==> src/rtl/ttt_turn_controller.sv <==
// Tic-tac-toe turn sequencer: arbitrates the player commit requests, debounces them,
// and issues a single one-hot write strobe per accepted move. It also tracks the turn,
// the move count, the error indicator and the game-over state.
module ttt_turn_controller #(
  parameter int unsigned DEB_CYCLES   = 16,
  parameter int unsigned ERR_HOLD     = 50,
  parameter int unsigned FIRST_PLAYER = 1
) (
  input  logic       i_clk,
  input  logic       i_rst_n,
  input  logic       i_p1_req,
  input  logic       i_p2_req,
  input  logic [3:0] i_pos_sel,
  input  logic       i_new_game,
  input  logic       i_ill_move,
  input  logic       i_no_space,
  input  logic       i_win,
  output logic [8:0] o_p1_en,
  output logic [8:0] o_p2_en,
  output logic [1:0] o_turn,
  output logic [3:0] o_move_cnt,
  output logic       o_err_flag,
  output logic       o_game_over
);

  localparam int unsigned DEB_W = $clog2(DEB_CYCLES + 1);
  localparam int unsigned ERR_W = $clog2(ERR_HOLD + 1);

  localparam logic [DEB_W-1:0] DEB_LAST = DEB_W'(DEB_CYCLES - 1);
  localparam logic [ERR_W-1:0] ERR_LOAD = ERR_W'(ERR_HOLD);
  localparam logic [1:0]       TURN_P1    = 2'b01;
  localparam logic [1:0]       TURN_P2    = 2'b10;
  localparam logic [1:0]       TURN_NONE  = 2'b00;
  localparam logic [1:0]       TURN_FIRST = (FIRST_PLAYER == 2) ? TURN_P2 : TURN_P1;
  localparam logic [3:0]       POS_MAX    = 4'd8;
  localparam logic [3:0]       MOVES_MAX  = 4'd9;

  typedef enum logic [2:0] {
    S_IDLE,
    S_DEBOUNCE,
    S_WRITE,
    S_CHECK,
    S_ERROR,
    S_RELEASE,
    S_GAME_OVER
  } state_t;

  state_t           r_state;
  logic [3:0]       r_pos;
  logic [DEB_W-1:0] r_deb_cnt;
  logic [ERR_W-1:0] r_err_cnt;
  logic [1:0]       r_turn;
  logic [3:0]       r_move_cnt;
  logic             r_err_flag;
  logic             r_game_over;
  logic [8:0]       r_p1_en;
  logic [8:0]       r_p2_en;

  state_t           w_state_nxt;
  logic [3:0]       w_pos_nxt;
  logic [DEB_W-1:0] w_deb_nxt;
  logic [ERR_W-1:0] w_err_cnt_nxt;
  logic [1:0]       w_turn_nxt;
  logic [3:0]       w_move_cnt_nxt;
  logic             w_err_flag_nxt;
  logic             w_game_over_nxt;
  logic [8:0]       w_p1_en_nxt;
  logic [8:0]       w_p2_en_nxt;
  logic             w_reject;
  logic             w_turn_req;
  logic             w_other_req;
  logic             w_stable;
  logic [8:0]       w_onehot;

  // Split the request lines into the player on turn and the one waiting
  always_comb begin
    w_turn_req  = 1'b0;
    w_other_req = 1'b0;
    if (r_turn == TURN_P1) begin
      w_turn_req  = i_p1_req;
      w_other_req = i_p2_req;
    end else if (r_turn == TURN_P2) begin
      w_turn_req  = i_p2_req;
      w_other_req = i_p1_req;
    end
    w_stable = w_turn_req & ~w_other_req & (i_pos_sel == r_pos);
    w_onehot = 9'(9'd1 << r_pos);
  end

  // Next-state and next-output logic of the sequencer
  always_comb begin
    w_state_nxt     = r_state;
    w_pos_nxt       = r_pos;
    w_deb_nxt       = r_deb_cnt;
    w_turn_nxt      = r_turn;
    w_move_cnt_nxt  = r_move_cnt;
    w_game_over_nxt = r_game_over;
    w_reject        = 1'b0;

    case (r_state)
      S_IDLE: begin
        w_deb_nxt = '0;
        if (w_turn_req && !w_other_req) begin
          w_pos_nxt   = i_pos_sel;
          w_state_nxt = S_DEBOUNCE;
        end
      end
      S_DEBOUNCE: begin
        if (!w_stable) begin
          w_deb_nxt   = '0;
          w_state_nxt = S_IDLE;
        end else if (r_deb_cnt == DEB_LAST) begin
          w_deb_nxt = '0;
          if (r_pos > POS_MAX) begin
            w_reject    = 1'b1;
            w_state_nxt = S_ERROR;
          end else begin
            w_state_nxt = S_WRITE;
          end
        end else begin
          w_deb_nxt = r_deb_cnt + DEB_W'(1);
        end
      end
      S_WRITE: begin
        // The position bank drops the write itself when the cell is occupied
        if (i_ill_move) begin
          w_reject    = 1'b1;
          w_state_nxt = S_ERROR;
        end else begin
          w_state_nxt = S_CHECK;
        end
      end
      S_CHECK: begin
        w_move_cnt_nxt = (r_move_cnt == MOVES_MAX) ? MOVES_MAX : r_move_cnt + 4'd1;
        if (i_win || i_no_space) begin
          w_turn_nxt      = TURN_NONE;
          w_game_over_nxt = 1'b1;
          w_state_nxt     = S_GAME_OVER;
        end else begin
          w_turn_nxt  = r_turn ^ 2'b11;
          w_state_nxt = S_RELEASE;
        end
      end
      S_ERROR: begin
        w_state_nxt = S_RELEASE;
      end
      S_RELEASE: begin
        // A held switch must be let go before it can commit again
        if (!i_p1_req && !i_p2_req) begin
          w_state_nxt = S_IDLE;
        end
      end
      S_GAME_OVER: begin
        if (i_new_game) begin
          w_move_cnt_nxt  = '0;
          w_turn_nxt      = TURN_FIRST;
          w_game_over_nxt = 1'b0;
          w_state_nxt     = S_RELEASE;
        end
      end
      default: begin
        w_state_nxt = S_IDLE;
      end
    endcase

    // Strobe is driven during the WRITE cycle so the detector can judge it
    w_p1_en_nxt = '0;
    w_p2_en_nxt = '0;
    if (w_state_nxt == S_WRITE) begin
      if (r_turn == TURN_P1) begin
        w_p1_en_nxt = w_onehot;
      end else if (r_turn == TURN_P2) begin
        w_p2_en_nxt = w_onehot;
      end
    end

    // Error indicator hold timer; every rejection restarts it
    w_err_cnt_nxt  = r_err_cnt;
    w_err_flag_nxt = 1'b0;
    if (w_reject) begin
      w_err_cnt_nxt  = ERR_LOAD;
      w_err_flag_nxt = 1'b1;
    end else if (r_err_cnt != '0) begin
      w_err_cnt_nxt  = r_err_cnt - ERR_W'(1);
      w_err_flag_nxt = (r_err_cnt > ERR_W'(1));
    end
  end

  // State and output registers
  always_ff @(posedge i_clk or negedge i_rst_n) begin
    if (!i_rst_n) begin
      r_state     <= S_IDLE;
      r_pos       <= '0;
      r_deb_cnt   <= '0;
      r_err_cnt   <= '0;
      r_turn      <= TURN_FIRST;
      r_move_cnt  <= '0;
      r_err_flag  <= 1'b0;
      r_game_over <= 1'b0;
      r_p1_en     <= '0;
      r_p2_en     <= '0;
    end else begin
      r_state     <= w_state_nxt;
      r_pos       <= w_pos_nxt;
      r_deb_cnt   <= w_deb_nxt;
      r_err_cnt   <= w_err_cnt_nxt;
      r_turn      <= w_turn_nxt;
      r_move_cnt  <= w_move_cnt_nxt;
      r_err_flag  <= w_err_flag_nxt;
      r_game_over <= w_game_over_nxt;
      r_p1_en     <= w_p1_en_nxt;
      r_p2_en     <= w_p2_en_nxt;
    end
  end

  assign o_p1_en     = r_p1_en;
  assign o_p2_en     = r_p2_en;
  assign o_turn      = r_turn;
  assign o_move_cnt  = r_move_cnt;
  assign o_err_flag  = r_err_flag;
  assign o_game_over = r_game_over;

endmodule
==> config.mk <==
export PLATFORM = sky130hd
export DESIGN_NAME = ttt_turn_controller
export DESIGN_NICKNAME = d
export VERILOG_FILES = /design/src/rtl/ttt_turn_controller.sv
export SDC_FILE = /design/constraint.sdc
export NUM_CORES = 1
export LEC_CHECK = 0
export ABC_CLOCK_PERIOD_IN_PS = 2200
export CAP_MARGIN = 20
export CORE_MARGIN = 5
export CORE_UTILIZATION = 50
export DETAILED_ROUTE_END_ITERATION = 16
export HOLD_SLACK_MARGIN = 0.15
export PLACE_DENSITY_LB_ADDON = 0.2
export RECOVER_POWER = 25
export SYNTH_ARGS = -nofsm -noshare
export SYNTH_HDL_FRONTEND = slang
export SYNTH_SLANG_ARGS = --single-unit
==> constraint.sdc <==
create_clock -name i_clk -period 2.2 [get_ports i_clk]
set_clock_uncertainty 0.2 [all_clocks]
set_input_delay 0.55 -clock i_clk [delete_from_list [all_inputs] [get_ports i_clk]]
set_output_delay 0.55 -clock i_clk [all_outputs]
set_load 0.02 [all_outputs]
==> impl.org, run 1 <==
** Floorplan
- Die Footprint :: approximately 6000 um2
- In this run the vertical extent of the chip is 77.2 um.
- Effective utilization at floorplan :: 51.8%
- Horizontal die dimension :: 77.2 um
- Pin placement for this block handled 38 I/O pins.
- Number of placement rows :: 24
- The total area inside the core boundary comes to 4350 um2.

** Yosys
- The synthesized design contains 44 register bits.
- In the synthesized netlist the dominant register cell turns out to be dfrtp_1.
- After technology mapping, the gate count stands at 205.
- Synthesis produced a netlist with a net count of 222.
- Sequential element share of the synthesized area :: 48.8%
- Main area contributors after synthesis :: dfrtp_1 (48%), ha_1 (2.8%), nor3_1 (2.7%)
- Dividing the synthesized area by the synthesized cell count gives 11.0 um2.
- Share of flip-flops with an asynchronous set or reset :: 100%
- Cell taking the most area after synthesis :: dfrtp_1
- Fraction of post-synthesis cell area in the top cell type by area :: 47.7%
- Mapped cell area :: 2260 um2
- Counting flops with a built-in enable in the synthesized netlist gives 0.
- The number of different library cells used by synthesis comes to 55.
- Yosys printed 0 warnings.

** Worst hold path
- Number of cells on the worst hold path :: 1
- The worst hold path begins at r_deb_cnt[4].
- The min-delay analysis places its worst path in the category reg -> reg.
- The worst hold path terminates at r_deb_cnt[4].

** Power
- The share of total power dissipated in combinational logic is 13.7%.
- Static power due to leakage :: 1.30 nW
- Seq pwr share :: 55.0%
- Internal power summed over all cells :: between 1 and 1.5 mW
- Net switching is 27.1% of the power.
- Of the total power, the clock network draws a little under a third.
- Total power for the finished layout comes to approximately 1.6 mW.
- Net switching power of the design :: 0.426 mW
- IR analysis of the VDD net gives a maximum drop of 0.425 mV.
- Power Dens Cells :: 522 nW/um2

** Setup path
- In this run the register-to-register setup slack is around 0.20 ns.
- At the worst endpoint, the required time is 1.45 ns.
- Crit-path leading delay family :: buffers and inverters
- Walking the worst path, the cells encountered are clkdlybuf4s50_1.
- STA puts the critical path data arrival time at ~1.4 ns.
- CP Capture Type :: output port
- Cell count of the worst reg-to-reg path :: 6
- Cell with the largest stage delay on the worst path :: clkdlybuf4s50_1
- Counting both buffers and inverters, the worst setup path holds a total of 1.
- Crit path max fanout :: 6
- The endpoint identified for the worst register-to-register timing path is o_p2_en[7].
- Type of the worst setup path :: reg -> out
- R2R Path Start :: r_deb_cnt[0]
- STA classifies the critical path startpoint as a flip-flop.
- CP max stage delay :: 0.63 ns
- Critical path depth :: 1

** Route
- Dividing the detail-routed via count by the number of cells gives 5.73.
- The detail route stage leaves a number of antenna-violating nets equal to 0.
- Number of DRC markers in iteration 0 :: approximately 160
- For this run, design rule violations remaining after detail routing come to 0.
- Wire length per cell after detailed routing :: 16.4 um
- Number of optimization iterations in the first detailed-route pass :: 4
- Vias :: 1839
- Summed over all layers, the routed wires come to 5280 um.

** Final layout
- The post-route netlist has 25.7% of its cells at a drive strength greater than 1.
- In the final layout, the multi-input gates occupy 1120 um2.
- Final Net Count :: 286
- Area taken by flip-flops and latches :: around 1100 um2
- The layout has 332 filler cells.
- After routing the design area is 3010 um2.
- Relative to the synthesized area, the layout overhead comes to 33.5%.
- Most frequent standard cell in the layout excluding fill and tap cells :: dfrtp_1
- Final Instance Count excl. Fillers :: 321
- The library cells used most frequently in the layout, excluding fill and tap cells, are dfrtp_1 (42), clkdlybuf4s50_1 (32), buf_4 (29).
- Number of diodes :: 0

** CTS
- Clock tree synthesis inserted a total of 5 buffers.
- TritonCTS clock tree :: built
- Counting every sink on the clock net gives 44.
- After clock tree synthesis, the clock-pin slew on the worst setup and hold paths is 0.09 ns.
- The clock passes through at most 2 buffers.
- Clock latency on the worst-skew pair, taken at its later pin, is 0.30 ns.
- Maximum level of the CTS H-tree :: 2
- Root cell of the clock tree :: clkbuf_8

** Timing
- Post-route clock period utilization :: 96.4%
- The max-slew violation count is 0.
- Hold timing on the final database bottoms out at a slack of 0.284 ns.
- Static timing analysis puts the maximum clock frequency at 0.472 GHz.
- Final critical-path required period :: 2.12 ns
- Setup violations remaining at the end of the flow were counted as 0.
- Worst slew pin tran :: 0.642 ns
- Slew Limit Headroom :: 57.2%
- The number of hold violations in the final report came to 0.
- Post-route setup TNS :: 0 ns

** Placed design
- Including well taps, the total number of placed cells is 309.
- Area after detailed placement :: 2810 um2
- Number of port buffers :: 37
- Global placer's final weighted congestion :: 0.823
- The wire-length estimate of the detail-placed layout is 3720 um.

** Global routing
- Via count of the first global-routing pass :: 1854
- GRT Residual Overflow :: 0
- Total global routing track utilization :: 18.3%
- First-pass GRT wire length :: 8830 um
- Maximum number of pins on one net before global-route repair :: 45
- The number of antenna violations at the first check in global routing is 0.

** Run status
- Run status :: complete, no violations

** Flow run
- Max-cap violations in this run came to 0.
-- synthesized netlist by cell type (5+ instances only) --
| cell | instances |
|---|---|
| o21ai_0 | 9 |
| nand3_1 | 6 |
| dfrtp_1 | 43 |
| and3_1 | 5 |
| ha_1 | 5 |
| nor2_1 | 11 |
| inv_1 | 7 |
| nand2_1 | 14 |
| o31ai_1 | 5 |
| nor3_1 | 12 |
| nor2b_1 | 6 |
-- layout make-up --
type	instances	share of cell area, %
clock buffer	5	2.28
clock inverter	2	0.415
inverter	7	0.872
multi-input combinational	143	37.2
sequential	44	36.6
tap	52	2.16
timing repair buffer	68	20.5
-- power by group through the flow --
stage | clock (mW) | combinational, mW | sequential, mW
after floorplan | 0 | 0.126 | 0.857
after global placement | 0 | 0.201 | 0.879
after detailed placement | 0 | 0.207 | 0.880
after CTS | 0.500 | 0.211 | 0.865
after global routing | 0.543 | 0.237 | 0.871
final | 0.492 | 0.215 | 0.866
-- cell families (layout without fill, tap and decap cells) --
logic type	after synthesis	after routing	synth area share, %
flops	44	44	48.8
xor+xnor	6	6	2.33
buf+inv	18	82	4.49
simple gates	86	86	24.9
mux	5	5	2.44
compound gates	41	41	14.2
fa+ha+maj	5	5	2.77
-- registers in the layout, summed over array words and instances, names as in the netlist --
signal       cells
r_state          3
o_err_flag       1
o_turn           2
o_p1_en          9
r_pos            4
o_game_over      1
o_move_cnt       4
r_err_cnt        6
r_deb_cnt        5
o_p2_en          9
-- worst max-delay path by stage --
stage | startpoint | endpoint | slack [ns]
final | o_move_cnt[0] | o_move_cnt[0] | 0.08
after detailed placement | i_p1_req | r_pos[2] | -0.35
after floorplan | i_p1_req | r_pos[0] | 0.26
after global routing | i_p1_req | o_p1_en[5] | -0.005
after global placement | i_p1_req | r_pos[0] | -0.27
after CTS | i_p1_req | r_pos[2] | -0.03
-- worst reg2reg max path, cell delays in order (launching register included) --
cell and delay [ns]:
dfrtp_1 0.42, ha_2 0.25, and4b_2 0.31, and2b_1 0.20, nand4_1 0.20, buf_4 0.20
nor3_1 0.13
-- stage by stage --
| stage | setup WS, ns | utilization (%) |
|---|---|---|
| 4_1_cts | -0.0263 | 67.0 |
| 5_1_grt | -0.00511 | 69.2 |
| 6_report | 0.0800 | 69.2 |
| 2_1_floorplan | 0.258 | - |
| 3_5_place_dp | -0.355 | 64.5 |
| 3_3_place_gp | -0.271 | 64.5 |
-- per-layer routing --
layer | vias up | track usage [%] | part of all wire (%)
met3 | 8 | 3.75 | 3.9
met4 | 0 | 6.01 | 1.4
met5 | - | 0 | 0
met1 | 925 | 22.9 | 42
li1 | 868 | - | -
met2 | 38 | 31.3 | 53
-- what timing repair did --
item,CTS,global route
hold buffers,1,0
gates resized for setup,4,11
endpoints found under the hold margin,43,0
setup buffers,1,3
endpoints found under the setup margin,8,24
pin swaps,0,3
Power figures use the tool's default switching activity.
==> run 2, diff against run 1 <==
--- a/config.mk
+++ b/config.mk
@@ -5,7 +5,7 @@
 export SDC_FILE = /design/constraint.sdc
 export NUM_CORES = 1
 export LEC_CHECK = 0
-export ABC_CLOCK_PERIOD_IN_PS = 2200
+export ABC_CLOCK_PERIOD_IN_PS = 2700
 export CAP_MARGIN = 20
 export CORE_MARGIN = 5
 export CORE_UTILIZATION = 50
==> constraint.sdc (replaced) <==
create_clock -name i_clk -period 2.7 [get_ports i_clk]
set_clock_uncertainty 0.2 [all_clocks]
set_input_delay 0.675 -clock i_clk [delete_from_list [all_inputs] [get_ports i_clk]]
set_output_delay 0.675 -clock i_clk [all_outputs]
set_load 0.02 [all_outputs]
==> run 2 against run 1 <==
Effect of this change:
- setup slack better by 0.23 ns
- critical endpoint is now o_turn[0]
- count of clock-buffer cells in the layout increased by 1
- flip-flop and latch count unchanged
- largest cell class is now flip-flops and latches
- highest routed layer unchanged
==> impl.org, run 2 (synthesis results as in run 1) <==
** Setup path
- Critical Path Start Type :: flip-flop (unchanged)
- CP cell instances :: clkdlybuf4s50_1 (unchanged)
- Crit path max fanout :: 6 (unchanged)
- The maximum cell stage delay along the critical path is 0.63 ns (about the same).
- The type of element capturing the critical path was an output port (unchanged).
- The critical path required time came to 1.82 ns (was 1.45 ns).
- Critical Path AT :: 1.52 ns (was 1.37 ns)
- The slowest stage cell on the critical path was clkdlybuf4s50_1 (unchanged).
- The number of buffer and inverter instances along the worst setup path came to 1 (unchanged).
- Type of the worst setup path :: reg -> out (unchanged)
- The family with the most delay on the worst path was buffers and inverters (unchanged).

** Timing
- The transition time at the pin with the least slew margin came to 1.09 ns (was 0.642 ns).
- Subtracting the final worst setup slack from the clock period gives 2.39 ns.
- The number of setup violations in the final report came to 0 (unchanged).
- Final worst setup slack :: 0.310 ns (was 0.0800 ns)
- Total count of hold-check failures in the final report :: 0 (unchanged)
- Max Clock Freq :: ~0.42 GHz
- Final Slew Violations :: 0 (unchanged)
- Post-route setup TNS :: 0 ns (unchanged)
- The worst max-slew margin expressed relative to the limit came to 27.6% (was 57.2%).
- Unrepaired setup endpoints after global routing :: no
- Worst-case hold slack :: 0.297 ns (was 0.284 ns)
- In the finished design, the share of the clock period the worst path needs comes to 88.5%.

** Route
- The average via count per standard cell came to 5.66 (was 5.73).
- DRT Wirelength :: 4710 um (was 5280 um)
- Number of nets still failing antenna checks after routing :: 0 (unchanged)
- DRC violations left :: 0 (unchanged)
- The first-pass iteration count of the detailed router came to 4 (unchanged).
- Vias :: 1698 (was 1839)
- Number of DRC markers in iteration 0 :: 68 (was 156)
- Wire length per cell after detailed routing :: 15.7 um (was 16.4 um)

** CTS
- The clock-pin slew on the worst setup and hold paths came to 0.08 ns (was 0.09 ns).
- The CTS buffer count is 5 (unchanged).
- The number of resized instances in the post-cts repair step is 0 (was 4).
- Clock Latency Late Sink :: 0.29 ns (was 0.30 ns)
- The hold-fix buffer count after cts is 0 (was 1).
- The H-tree depth was 2 (unchanged).
- The buffer count from post-CTS setup fixing is 0 (was 1).
- TritonCTS clock tree :: built (unchanged)
- Maximum buffer depth of the clock tree :: 2 (unchanged)
- Root cell of the clock tree :: clkbuf_8 (unchanged)
- The number of sinks driven by the clock tree is 44 (unchanged).

** Placed design
- The port buffer count was 37 (unchanged).
- Sum of net half-perimeters after detailed placement :: 3440 um (was 3720 um)
- Global placer's final weighted congestion :: 0.836 (was 0.823)
- DP Worst Slack :: 0.0293 ns (was -0.355 ns)
- Area after detailed placement :: 2680 um2 (was 2810 um2)
- The number of placed cells counting well taps came to 292 (was 309).

** Flow run
- The number of max-cap violations was 0 (unchanged).

** Global routing
- Total global routing track utilization :: 16.6% (was 18.3%)
- The global-route wire length before repair was 8060 um (was 8830 um).
- Number of antenna violations at the first check in global routing :: 0 (unchanged)
- Via count of the first global-routing pass :: 1731 (was 1854)
- The final global-route overflow total is 0 (unchanged).
- Maximum number of pins on one net before global-route repair :: 45 (unchanged)

** Final layout
- Highest-count cells in the layout ignoring fill and taps: dfrtp_1 (43), clkdlybuf4s50_1 (36), nand2_1 (14) (was dfrtp_1 (42), clkdlybuf4s50_1 (32), buf_4 (29)).
- Post-route standard cell area excluding fillers :: 2800 um2 (was 3010 um2)
- The final cell count without fillers came to 300 (was 321).
- The final standard cell utilization of the core is 64.3% (was 69.2%).
- Number of diodes :: 0 (unchanged)
- Final Net Count :: 264 (was 286)
- Share of layout cells above drive strength 1 :: 16.1% (was 25.7%)
- Most frequent standard cell in the layout excluding fill and tap cells :: dfrtp_1 (unchanged)
- The growth of design area from synthesis to finish was 24.0% (was 33.5%).

** Run status
- Run status: complete, no violations (unchanged).

** Floorplan
- The floorplan die height is 77.2 um (unchanged).
- The core area came to 4350 um2 (unchanged).
- Effective utilization at floorplan :: 51.8% (unchanged)
- The horizontal extent of the die came to 77.2 um (unchanged).
- The total I/O pin count came to 38 (unchanged).
- Number of placement rows :: 24 (unchanged)
- The total die area is 5960 um2 (unchanged).

** Power
- The worst IR drop on VDD came to 0.286 mV (was 0.425 mV).
- Overall power after layout :: 1.38 mW (was 1.57 mW)
- Switching power as a share of total power :: 24.6% (was 27.1%)
- The total power divided by cell area came to 492 nW/um2 (was 522 nW/um2).
- The combinational share of power came to 10.3% (was 13.7%).
- The internal power came to 1.04 mW (was 1.15 mW).
- The power share of the sequential group is 51.1% (was 55.0%).
- The total net switching power is 0.339 mW (was 0.426 mW).
- The relative contribution of the clock network to total power was 38.6% (was 31.3%).
- Static power due to leakage :: 1.18 nW (was 1.30 nW)

** Worst hold path
- The worst hold path class is reg -> reg (unchanged).
## run 2: cell types whose count changed in the layout (fill, tap and decap cells not counted), moves of 2 or more
cell,change
buf_4,-21
clkdlybuf4s50_1,+4
dlygate4sd3_1,-2
dlymetal6s2s_1,-2
nand4bb_1,+2
nand4bb_4,-2
## run 2: power by group through the flow
| stage | sequential, mW | clock, mW | combinational (mW) |
|---|---|---|---|
| after floorplan | 0.698 | 0 | 0.102 |
| after global placement | 0.715 | 0 | 0.141 |
| after detailed placement | 0.717 | 0 | 0.143 |
| after CTS | 0.704 | 0.547 | 0.144 |
| after global routing | 0.708 | 0.576 | 0.156 |
| final | 0.704 | 0.531 | 0.142 |
## run 2: worst paths after layout
path / startpoint / to / slack [ns] / cells past startpoint
setup / recovery: o_turn[0] / o_turn[0] / 0.31 / 1
hold / removal: r_deb_cnt[4] / r_deb_cnt[4] / 0.30 / 1
setup reg to reg: r_state[2] / o_p2_en[6] / 0.59 / 5
hold reg to reg: r_deb_cnt[4] / r_deb_cnt[4] / 0.30 / 1
max in group asynchronous: i_rst_n / r_deb_cnt[2] / 1.18 / 2
min in group asynchronous: i_rst_n / o_turn[1] / 0.45 / 2
## run 2: area by class of cell
type	instances	area, um2
fill	350	1560
inverter	7	26.3
clock inverter	2	38.8
timing repair buffer	46	430
multi-input combinational	143	1050
sequential	44	1100
tap	52	65.1
clock buffer	6	82.6
## run 2: routing by layer
layer,vias to the layer above,global-route usage (%),wire [um]
met4,0,5.67,57
met1,831,21.7,2110
met3,7,2.69,178
met5,-,0,0
met2,32,27.8,2370
li1,828,-,-
==> RTL edit 1, RTL diff (config.mk and constraints of run 1) <==
`ERR_HOLD`: 50 -> 100.
--- a/src/rtl/ttt_turn_controller.sv
+++ b/src/rtl/ttt_turn_controller.sv
@@ -4,5 +4,5 @@
 module ttt_turn_controller #(
   parameter int unsigned DEB_CYCLES   = 16,
-  parameter int unsigned ERR_HOLD     = 50,
+  parameter int unsigned ERR_HOLD     = 100,
   parameter int unsigned FIRST_PLAYER = 1
 ) (
Formal check against the unedited RTL: same outputs for any inputs over 10 cycles, from zero or initial values and one cycle with i_rst_n low; that may be too few to reach the edited logic, so the function may still have changed.
==> RTL edit 1 against run 1 <==
Maximum frequency fell by 0.64%. Count of clock-buffer cells in the layout up 1. Synthesized area decreased by 1.6%. Critical endpoint is now r_pos[3]$_DFFE_PN0P_. Via count grew 0.60%. Setup slack got worse by 14 ps. Final area shrank 2.7%. Sequential share of layout area rose by 1.8 points. Cell count is 2.2% higher. Sequential cell count increased by 1. Routed wire length fell by 6.9%.
Power is not compared: it rests on default switching activity, and its combinational part moved more than twofold at a synthesized area within 25%.
==> RTL edit 1: results (changes against run 1) <==
* Status: finished clean
* Full die area at 5880 sq um (-1.4%)
* Synth top cells by count: dfrtp_1, nor2_1, nand2_1
* Least-Margin Pin Slew at 1180 ps (+539 ps)
* Pre-CTS setup slack at -246 ps (+109 ps)
* Crit path max fanout at 5 (-1)
* Seq/Total Area, Yosys at 50.7% (+1.9 points)
* Worst Setup SP: i_p2_req
* Synth Area in Compound Gates at 13.8% (-0.45 points)
* Ys Warns at 0 (unchanged)
* Max H-tree Level at 2 (unchanged)
* Hold EP: o_game_over$_DFFE_PN0P_
* GP Congestion at 0.824 (+0.13%)
* Post-DP HPWL at 3660 um (-1.8%)
* Synth top area cells: dfrtp_1, nor2_1, nor3_1
* Reg2reg start: r_deb_cnt[0]$_DFFE_PN0P_
* All-layer global routing usage at 17.2% (-1.1 points)
* Unique masters post-synth at 57 (+3.6%)
* P_leak at 1.26 nW
* Post-cts sizing count at 1 (-3)
* Post-DP Area at 2770 sq um (-1.5%)
* Syn_nets at 235 (+5.9%)
* Fin nets at 292 (+2.1%)
* Hold Buf Count CTS at 1 (unchanged)
* FF-to-FF End: r_err_cnt[6]$_DFFE_PN0P_
* Synth Area per Inst at 10.2 sq um (-7.4%)
* Layout cells sized above 1 at 17.8% (-7.9 points)
* Synth Area in Adders at 2.82% (+0.044 points)
* Worst hold slack at 321 ps (+36.9 ps)
* Drt initial violations at 130 (-17%)
* Reg2reg setup slack at 140 ps (-60 ps)
* CTS Buf Count at 5 (unchanged)
* Drt total wl at 4910 um (-6.9%)
* Commonest register cell after synthesis: dfrtp_1
* Final std cells w/o fill at 328 (+2.2%)
* Setup Buffers After CTS at 0 (-1)
* Crit-path slowest cell: clkdlybuf4s50_1
* Synthesis-to-layout area growth at 31.9%
* Ys async rst share at 100% (unchanged)
* Cell count of the worst hold path at 2 (+1)
* Reg2reg path depth at 5 (-1)
* Vias in the first global route at 1792 (-3.3%)
* DR vias at 1850 (+0.60%)
* Max incr delay on CP at 490 ps (-140 ps)
* First-pass GRT wire length at 8470 um (-4.1%)
* Top cell family by delay on the critical path: buffers and inverters
* Mux share of post-synthesis cell area at 2.48% (+0.038 points)
* Dpl cells at 318 (+2.9%)
* Peak supply drop at 0.608 mV
* Largest net degree at the start of global routing at 26 (-42%)
* # fillers at 361 (+8.7%)
* Post-synthesis xor/xnor area fraction at 2.36% (+0.037 points)
* Min-delay src: o_game_over$_DFFE_PN0P_
* Clock-pin slew on the worst setup and hold paths at 90 ps (about the same)
* CP Data Arrival Time at 2120 ps (+750 ps)
RTL edit 1: cell types whose count changed after synthesis, moves of 4 or more:
cell     change
o21ai_1      -4
nor4_1       +7
nor4b_2      -4
nor2_1       +9
RTL edit 1: logic make-up (layout without fill, tap and decap cells):
family / count (synthesis) / count (layout)
xor gates and xnor gates: 6 / 6
AOI/OAI and AO/OA: 42 / 42
and+or+nand+nor: 100 / 100
adders and majority gates: 5 / 5
buffers and inverters: 15 / 73
DFF: 45 / 45
muxes: 5 / 5
RTL edit 1: where the power goes:
group          internal, mW  switching [mW]
sequential            0.929           0.139
combinational         0.305           0.355
clock                 0.369           0.284
RTL edit 1: layer usage:
metal / part of all wire [%] / vias up / GRT usage, %
met5: 0 / - / 0
met4: 0.86 / 0 / 3.67
met3: 4.9 / 5 / 4.45
met2: 49 / 41 / 27.2
met1: 45 / 899 / 23.8
li1: - / 905 / -
RTL edit 1: area by class of cell:
| type | instances | share of cell area (%) |
|---|---|---|
| clock inverter | 2 | 1.28 |
| multi-input combinational | 158 | 36.1 |
| timing repair buffer | 57 | 18.1 |
| clock buffer | 6 | 2.82 |
| sequential | 45 | 38.5 |
| tap | 52 | 2.22 |
| inverter | 8 | 1.02 |
RTL edit 1: worst max-delay path by stage:
stage	to	slack (ps)
2_1_floorplan	o_err_flag$_DFF_PN0_	160
3_3_place_gp	o_p1_en[6]$_DFF_PN0_	-210
3_5_place_dp	r_pos[3]$_DFFE_PN0P_	-250
4_1_cts	o_turn[1]	30
5_1_grt	o_p1_en[3]$_DFF_PN0_	-4
6_report	r_pos[3]$_DFFE_PN0P_	70
RTL edit 1: worst register-to-register path, delay by kind of cell (launching register included):
family	cells	cell delay [ps]
AND/OR/NAND/NOR	3	820
flip-flops	1	390
AO/OA/AOI/OAI	1	280
adder cells (fa/ha/maj)	1	260
==> RTL edit 2, RTL diff (config.mk and constraints of run 1) <==
Without the edit above. Put one more register stage on the output `o_turn`, without a reset. The value now appears one clock later. The other outputs are not delayed to match.
--- a/src/rtl/ttt_turn_controller.sv
+++ b/src/rtl/ttt_turn_controller.sv
@@ -216,5 +216,7 @@
   assign o_p1_en     = r_p1_en;
   assign o_p2_en     = r_p2_en;
-  assign o_turn      = r_turn;
+  always_ff @(posedge i_clk) begin
+    o_turn <= r_turn;
+  end
   assign o_move_cnt  = r_move_cnt;
   assign o_err_flag  = r_err_flag;
Function: no difference found for any inputs over 10 cycles, from zero or initial values and one cycle with i_rst_n low; that may be too few to reach the edited logic, so the function may still have changed.
==> RTL edit 2 against run 1 <==
Synthesized area is 1.1% lower. Combinational power rose by 17%. Global-route usage fell by 2.1 points. Final area fell by 2.5%. Core utilization shrank 1.7 points. Sequential cell count increased by 2. Die area decreased by 0.92%. Routed wire length is 15% lower. Clock power is 27% higher. Setup slack worse by 1.0 ps. Power is 13% higher. Critical path depth up 4.
==> RTL edit 2: results (changes against run 1) <==
* Synth Area per Inst at 10.4 sq um (-5.2%)
* First-pass GRT wire length at 7870 um (-11%)
* Mux share of post-synthesis cell area at 3.92% (+1.5 points)
* Reg2reg setup slack at 180 ps (-20 ps)
* GP Congestion at 0.796 (-3.4%)
* FF-to-FF End: o_err_flag$_DFF_PN0_
* WL/cell at 13.9 um (-16%)
* CP Data Arrival Time at 2100 ps (+730 ps)
* # fillers at 342 (+3.0%)
* GR Layer Usage met1 at 20.1% (-2.8 points)
* P_leak at 1.25 nW (-3.9%)
* Met2 wire len at 2220 um (-20%)
* Unique masters post-synth at 54 (-1.8%)
* Status: finished clean
* Min-delay src: r_deb_cnt[0]$_DFFE_PN0P_
* Largest net degree at the start of global routing at 28 (-38%)
* Ys async rst share at 95.7% (-4.3 points)
* Synth top cells by count: dfrtp_1, nand2_1, nor3_1
* Layout cells sized above 1 at 16.3% (-9.4 points)
* Dpl cells at 313 (+1.3%)
* Slew margin rel. at 27.7% (-29 points)
* Pre-CTS setup slack at -257 ps (+97.6 ps)
* Post-synthesis xor/xnor area fraction at 1.96% (-0.37 points)
* Met2 Use GR at 27.4% (-3.9 points)
* Synth Area in Compound Gates at 10.6% (-3.6 points)
* DR vias at 1718 (-6.6%)
* Peak supply drop at 0.317 mV (-26%)
* Syn_nets at 231 (+4.1%)
* Routing usage on met3 at 3.98% (+0.23 points)
* Max incr delay on CP at 490 ps (-140 ps)
* Final std cells w/o fill at 322 (+0.31%)
* Synth top area cells: dfrtp_1, nor3_2, nand2_1
-- RTL edit 2: cell types whose count changed after synthesis, moves of 3 or more --
cell / run 1 / this run
and3_1: 5 / 2
mux2_1: 0 / 5
mux2_2: 4 / 1
nand2_1: 14 / 24
nand3_1: 6 / 9
nor3_2: 0 / 9
nor4_2: 4 / 0
nor4b_2: 4 / 0
o21ai_1: 4 / 7
o31ai_2: 3 / 0
xnor2_1: 4 / 1
-- RTL edit 2: what timing repair did --
action                     4_1_cts  5_1_grt
gates resized for setup          0        3
setup endpoints to repair        0       13
hold buffers                     1        0
hold endpoints to repair        16        0
-- RTL edit 2: final cells by class --
cell class,count,area (sq um),area share [%]
clock buffers,5,68.8,2.34
clock inverters,3,43.8,1.49
inverters,8,30.0,1.02
multi-input cells,151,1050,35.6
flip-flops and latches,46,1140,38.9
well taps,52,65.1,2.21
repair buffers,57,542,18.4
-- RTL edit 2: worst max-delay path, delay by kind of cell --
| family | cells | cell delay, ps |
|---|---|---|
| buffers and inverters | 1 | 490 |
| and+or+nand+nor | 2 | 470 |
| muxes | 1 | 350 |
| AOI/OAI and AO/OA | 1 | 230 |
-- RTL edit 2: worst max-delay path by stage --
stage,from,end,slack (ps),cells past startpoint
floorplan,i_p1_req,r_pos[0]$_DFFE_PN0P_,360,4
global placement,i_pos_sel[0],r_deb_cnt[0]$_DFFE_PN0P_,-180,6
detailed placement,i_p1_req,r_pos[1]$_DFFE_PN0P_,-260,5
CTS,i_p1_req,r_pos[3]$_DFFE_PN0P_,70,5
global route,o_move_cnt[2]$_DFFE_PN0P_,o_move_cnt[2],8,1
finish,i_p1_req,r_pos[1]$_DFFE_PN0P_,80,5
-- RTL edit 2: where the power goes --
part / switching, mW / internal, mW
clock: 0.283 / 0.340
sequential: 0.0288 / 0.868
combinational: 0.139 / 0.112
